===== src/rtl/ipbb_rdy_pipe.sv =====
// ipbb_rdy_pipe: N-stage valid/ready pipeline built from 2-entry skid slices.
// Forward valid/data and backward ready are both registered at every stage,
// so long routes can be retimed without losing or duplicating words.
module ipbb_rdy_pipe #(
    parameter int unsigned W = 1,
    parameter int unsigned N = 2
) (
    input  logic                       clk,
    input  logic                       rst,
    input  logic                       in_valid,
    input  logic [W-1:0]               in_data,
    output logic                       in_ready,
    output logic                       out_valid,
    output logic [W-1:0]               out_data,
    input  logic                       out_ready,
    output logic [$clog2(2*N+1)-1:0]   occ
);

    localparam int unsigned OccW = $clog2(2*N+1);

    logic [N-1:0]    w_main_v;
    logic [N-1:0]    w_skid_v;
    logic [W-1:0]    w_main_d [N];
    logic [OccW-1:0] r_occ;
    logic            w_in_x;
    logic            w_out_x;

    // rst gates in_ready so upstream never sees a stale ready while the slices clear.
    assign in_ready  = !rst && !w_skid_v[0];
    assign out_valid = w_main_v[N-1];
    assign out_data  = w_main_d[N-1];
    assign occ       = r_occ;
    assign w_in_x    = in_valid && in_ready;
    assign w_out_x   = out_valid && out_ready;

    for (genvar k = 0; k < N; k++) begin : g_stage
        logic         r_main_v;
        logic         r_skid_v;
        logic [W-1:0] r_main_d;
        logic [W-1:0] r_skid_d;
        logic         w_up_x;
        logic [W-1:0] w_up_d;
        logic         w_dn_rdy;
        logic         w_load;

        if (k == 0) begin : g_first
            assign w_up_x = w_in_x;
            assign w_up_d = in_data;
        end else begin : g_mid
            assign w_up_x = w_main_v[k-1] && !r_skid_v;
            assign w_up_d = w_main_d[k-1];
        end

        if (k == N - 1) begin : g_last
            assign w_dn_rdy = out_ready;
        end else begin : g_inner
            assign w_dn_rdy = !w_skid_v[k+1];
        end

        // Main register is free when empty or being drained this cycle.
        assign w_load = !r_main_v || w_dn_rdy;

        assign w_main_v[k] = r_main_v;
        assign w_skid_v[k] = r_skid_v;
        assign w_main_d[k] = r_main_d;

        // Slice occupancy flags: refill main from skid first, else park new word in skid.
        always_ff @(posedge clk) begin
            if (rst) begin
                r_main_v <= 1'b0;
                r_skid_v <= 1'b0;
            end else if (w_load) begin
                r_main_v <= r_skid_v || w_up_x;
                r_skid_v <= 1'b0;
            end else if (w_up_x) begin
                r_skid_v <= 1'b1;
            end
        end

        // Slice data registers follow the flag moves; no reset needed on data.
        always_ff @(posedge clk) begin
            if (w_load) begin
                r_main_d <= r_skid_v ? r_skid_d : w_up_d;
            end else if (w_up_x) begin
                r_skid_d <= w_up_d;
            end
        end
    end

    // Word count: +1 per accepted input, -1 per delivered output.
    always_ff @(posedge clk) begin
        if (rst) begin
            r_occ <= '0;
        end else if (w_in_x && !w_out_x) begin
            r_occ <= r_occ + OccW'(1);
        end else if (!w_in_x && w_out_x) begin
            r_occ <= r_occ - OccW'(1);
        end
    end

endmodule


===== config.mk =====
export PLATFORM = sky130hd
export DESIGN_NAME = ipbb_rdy_pipe
export DESIGN_NICKNAME = d
export VERILOG_FILES = /design/src/rtl/ipbb_rdy_pipe.sv
export SDC_FILE = /design/constraint.sdc
export NUM_CORES = 1
export LEC_CHECK = 0
export ABC_AREA = 0
export BUFFER_PORTS_ARGS = -buffer_cell sky130_fd_sc_hd__buf_2
export CAP_MARGIN = 40
export CELL_PAD_IN_SITES_DETAIL_PLACEMENT = 0
export CELL_PAD_IN_SITES_GLOBAL_PLACEMENT = 2
export CORE_MARGIN = 1
export CORE_UTILIZATION = 27
export CTS_CLUSTER_DIAMETER = 150
export CTS_CLUSTER_SIZE = 20
export DETAILED_ROUTE_END_ITERATION = 16
export GPL_TIMING_DRIVEN = 0
export HOLD_SLACK_MARGIN = 0.15
export PLACE_DENSITY = 0.79
export REMOVE_ABC_BUFFERS = 1
export SYNTH_ARGS = -nofsm -noshare
export SYNTH_HDL_FRONTEND = slang
export SYNTH_SLANG_ARGS = --single-unit

===== constraint.sdc =====
create_clock -name clk -period 1.9 [get_ports clk]
set_input_delay 0.285 -clock clk [delete_from_list [all_inputs] [get_ports clk]]
set_output_delay 0.285 -clock clk [all_outputs]
set_load 0.01 [all_outputs]

; Word-level counts from Yosys, hierarchy flattened
; Index checks and enable logic that the tools add are counted.
[word_totals]
wordCells = 39
in_bits = 5
register_bits = 11
mem_bits_ro = 0
latch_bits = 0
ramBits = 0
memories = 0
[classes]
n_eq_ne = 0
n_reduce_logical = 22
n_div = 0
n_addsub = 2
mux = 4
n_mul = 0
bitwise = 2
magnitude_cmp = 0
shifts = 0
[ops]
columns = op, count
row1 = logical NOT 1 bit, 7
row2 = logical AND 1 bit, 6
row3 = 2-to-1 mux 3 bit, 2
row4 = logical OR 1 bit, 4
row5 = AND reduction 2 bit, 2
row6 = OR reduction 2 bit, 2
row7 = "adder 3 x 1 -> 3 bit, second input constant", 1
row8 = "subtractor 3 x 1 -> 3 bit, second input constant", 1
row9 = 2-to-1 mux 1 bit, 2
row10 = NOT 1 bit, 2
row11 = nonzero test 2 bit, 1

; Logic depth before layout (Yosys ltp)
[depth]
ltp_word = 7
ltp_mapped = 9
mapped_depth_nobuf = 8

; Least setup slack after synthesis
; No wires, ideal clock.
[synth_path]
kind = input to register
start = input port rst
end = register r_occ[2], in the netlist occ[2]
cell_stages = 9
path_slack_ns = -0.092
setup_time_ns = 0.070
arrival_time_ns = 1.922
path_buffers = 1
cell_sequence = buf_6 nor2_1 and2_1 ha_1 inv_1 fa_1 xor2_1 or3_1 a21oi_1
[synth_via]
elab_chain_len = 6
elab_cells_between_ends = 8
cone_classes = 1 x mux / 7 x reduce/logical
[synth_rtl]
columns = item, line
row1 = "start, declared", 9  ; input logic rst,
row2 = logical NOT 1 bit (*), 29  ; assign in_ready = !rst && !w_skid_v[0];
row3 = logical AND 1 bit (*), 29
row4 = named net in_ready, 12  ; output logic in_ready,
row5 = logical AND 1 bit (*), 33  ; assign w_in_x = in_valid && in_ready;
row6 = named net g_stage[0].w_up_x, 41  ; logic w_up_x;
row7 = logical NOT 1 bit, 96  ; end else if (!w_in_x && w_out_x) begin
row8 = logical AND 1 bit, 96
row9 = nonzero test 2 bit (no source line), -
row10 = "end signal, assigned", 95  ; r_occ <= r_occ + OccW'(1);
row11 = "end signal, assigned", 97  ; r_occ <= r_occ - OccW'(1);
row12 = "end, declared", 24  ; logic [OccW-1:0] r_occ;
; Mark *: on every way through the listed nets, which the timed path passes. The rest lies on a longest branch.
; A chain may end at the register's enable or synchronous reset.

; Final worst setup path
[layout_path]
start = register g_stage[0].r_skid_v
end = register r_occ[2], in the netlist occ[2]
[layout_via]
elab_chain_len = 6
elab_cells_between_ends = 8
cone_classes = 1 x mux / 7 x reduce/logical
[layout_rtl]
columns = item, line
row1 = "start, declared", 38  ; logic r_skid_v;
row2 = "start signal, assigned", 71  ; r_skid_v <= 1'b0;
row3 = "start signal, assigned", 74  ; r_skid_v <= 1'b0;
row4 = "start signal, assigned", 76  ; r_skid_v <= 1'b1;
row5 = logical NOT 1 bit (*), 29
row6 = logical AND 1 bit (*), 29
row7 = logical AND 1 bit (*), 33
row8 = named net g_stage[0].w_up_x, 41
row9 = logical NOT 1 bit, 96
row10 = logical AND 1 bit, 96
row11 = nonzero test 2 bit (no source line), -
; Marked as above.

==> flow_metrics.env <==
export IMPL_synth_area_um2=447
export IMPL_finClkSkew_ns=0.00212
export IMPL_num_rows=14
export IMPL_max_freq_mhz=555
export IMPL_synth_compound_area_share_pct=4.48
export IMPL_synthCells=38
export IMPL_htreeDepth=1
export IMPL_relSlewSlack_pct=84.3
export IMPL_ys_types=19
export IMPL_r2r_setup_slack_ns=0.1
export IMPL_gp_congestion=0.708
export IMPL_die_x_um=42.7
export IMPL_core_area_um2=1520
export IMPL_wl_per_cell_um=10.8
export IMPL_critPathLaunch="g_stage[0].r_skid_v$_SDFFE_PP0P_"
export IMPL_synth_area_leaders="dfxtp_1, edfxtp_1, mux2_2, fa_1, nor2_1"
export IMPL_cts_hold_buf=0
export IMPL_cts_made_buffers=3
export IMPL_gr_total_overflow=0
export IMPL_cp_endpoint="occ[2]$_SDFFE_PP0P_"
export IMPL_clock_latency_ns=0.26
export IMPL_ios=11
export IMPL_cap_violations=0
export IMPL_cts_root_buffer="clkbuf_4"
export IMPL_drc=0
export IMPL_drtPass1Iterations=2
export IMPL_hp_class="primary input to register"
export IMPL_power_density_nw_per_um2=896
export IMPL_maxSlewViolCount=0
export IMPL_hold_viol_final=0
export IMPL_r2r_end="occ[2]$_SDFFE_PP0P_"
export IMPL_setup_violations=0
export IMPL_arrival_ns=2.00
export IMPL_grt_pass1_wl_um=1280
export IMPL_syn_to_final_growth_pct=23.8
export IMPL_tritoncts="built"
export IMPL_fin_nets=59
export IMPL_viasPerCell=4.52
export IMPL_criticalPathCategory="register to register"
export IMPL_synth_top_family_by_area="simple AND/OR/NAND/NOR gates"
export IMPL_wl_um=724
export IMPL_critical_path_max_fanout=3
export IMPL_worst_ep_required_time_ns=2.10
export IMPL_synth_mux_area_fraction_pct=7.28
export IMPL_worst_slew_pin_slew_ns=0.236
export IMPL_start_util_pct=29.3
export IMPL_cts_sinks=11
export IMPL_yosys_area_top_type="dfxtp_1"
export IMPL_period_share_pct=94.9
export IMPL_post_cts_buffers=0
export IMPL_r2r_cells=8
export IMPL_synth_warnings=0
export IMPL_outcome="complete, no violations"
export IMPL_grt_max_degree=9
export IMPL_fin_ws_ns=0.0978
export IMPL_die_h_um=42.7
export IMPL_endpoint_kind="register"
export IMPL_p_leak_nw=0.230
export IMPL_synth_top_area_share_pct=31.4
export IMPL_grt_pass1_vias=283
export IMPL_io_buffers=10
export IMPL_synthXorXnorAreaFrac_pct=3.92
export IMPL_cts_buffer_depth=2
export IMPL_tns_ns=0
export IMPL_drtIter0Drc=1
export IMPL_antenna_left=0
export IMPL_synth_avg_cell_area_um2=11.8
export IMPL_dieArea_um2=1820
export IMPL_final_common_cell="buf_2"
export IMPL_synth_seq_cells=11
export IMPL_gr_usage_all_layers_pct=10.3
export IMPL_grt_setup_unrepaired="no"
export IMPL_synth_simple_gate_area_share_pct=15.4
export IMPL_yosysSeqAreaShare_pct=58.3
export IMPL_diodes=0
export IMPL_vias=303
export IMPL_worstReg2RegStart="g_stage[0].r_skid_v$_SDFFE_PP0P_"
export IMPL_fin_crit_ns=1.80
export IMPL_start_kind="register"
export IMPL_final_cell_mix="buf_2, dfxtp_1, nor2_1, edfxtp_1"
export IMPL_post_place_ws_ns=-0.123
export IMPL_drive_gt1_share_pct=39.2
export IMPL_antenna_found_initial=0
export IMPL_synth_fa_ha_area_share_pct=7.28
export IMPL_clk_pin_slew_ns=0.07
export IMPL_ir_drop_mv=0.289
[how the worst min path moves through the flow]
| stage | startpoint | endpoint | slack (ns) | depth (start not counted) |
|---|---|---|---|---|
| final | in_data | g_stage[0].r_skid_d$_DFFE_PP_ | 0.21 | 1 |
| after global routing | in_data | g_stage[0].r_skid_d$_DFFE_PP_ | 0.18 | 1 |
| after CTS | in_data | g_stage[0].r_skid_d$_DFFE_PP_ | 0.20 | 1 |
| after detailed placement | g_stage[0].r_main_d$_DFFE_PP_ | g_stage[1].r_skid_d$_DFFE_PP_ | 0.45 | 0 |
| after global placement | g_stage[0].r_main_d$_DFFE_PP_ | g_stage[1].r_skid_d$_DFFE_PP_ | 0.44 | 0 |
| after floorplan | rst | g_stage[0].r_main_v$_SDFFE_PP0P_ | 0.35 | 1 |
[report_power, final]
group          internal, W  switching [W]  leakage, nW   total, W
sequential        0.000258      0.0000110       0.0970   0.000269
combinational    0.0000362      0.0000346        0.118  0.0000708
clock            0.0000811      0.0000741       0.0150   0.000155
total             0.000376       0.000120        0.230   0.000495
[stage by stage]
stage	utilization [%]	area (um^2)	std cells	total power, W	hold slack, ns
2_1_floorplan	-	435	37	0.000314	0.354
3_3_place_gp	33.2	505	63	0.000339	0.438
3_5_place_dp	33.2	505	63	0.000340	0.445
4_1_cts	35.4	539	67	0.000504	0.197
5_1_grt	36.3	553	67	0.000540	0.183
6_report	36.3	553	67	0.000495	0.209
[state kept, by name (all words and copies together), names as in the netlist]
name	cells
out_data	1
g_stage.r_main_v	1
occ	3
g_stage.r_skid_v	2
g_stage.r_main_d	1
g_stage.r_skid_d	2
out_valid	1
[cells in the mapped netlist]
library cell / number
and3_1: 1
nand2_1: 2
a21oi_1: 3
inv_1: 1
nand2b_1: 1
and2_1: 1
mux2_2: 2
fa_1: 1
mux2i_1: 1
o21ai_0: 1
ha_1: 1
nor3b_1: 1
dfxtp_1: 7
nor3_1: 2
buf_6: 1
nor2_1: 5
edfxtp_1: 4
or3_1: 1
xor2_1: 2
[worst max-delay path, cell delays in order, from the launching register on]
cell and delay (ns):
dfxtp_2 0.34, nor2_2 0.12, and2_4 0.17, ha_4 0.13, inv_1 0.05, fa_2 0.33
xor2_1 0.17, or3_1 0.30, a21oi_1 0.13
[layer usage]
metal	vias up	global-route usage (%)	wire, um
met1	138	12.6	367
met2	6	12.7	318
met5	-	0	0
li1	157	-	-
met3	2	3.83	24
met4	0	11.3	12
[cells by family after synthesis]
kind of cell,after synthesis
multiplexers,3
adder cells (fa/ha/maj),2
AND/OR/NAND/NOR,14
XOR/XNOR,2
flip-flops,11
AO/OA/AOI/OAI,4
buffers and inverters,2
[timing repair]
action	CTS	global route
resized for setup	3	3
cloned	0	0
endpoints found under the setup margin	1	1
pin swaps	1	0
[cell type report]
cell class                 count  area [um^2]
clock buffer                   4         26.3
fill                         155          971
inverter                       1         3.75
multi-input combinational     25          191
sequential                    11          262
tap                           16         20.0
timing repair buffer          10         50.0
Note: power is estimated with default switching activity, not from simulation.
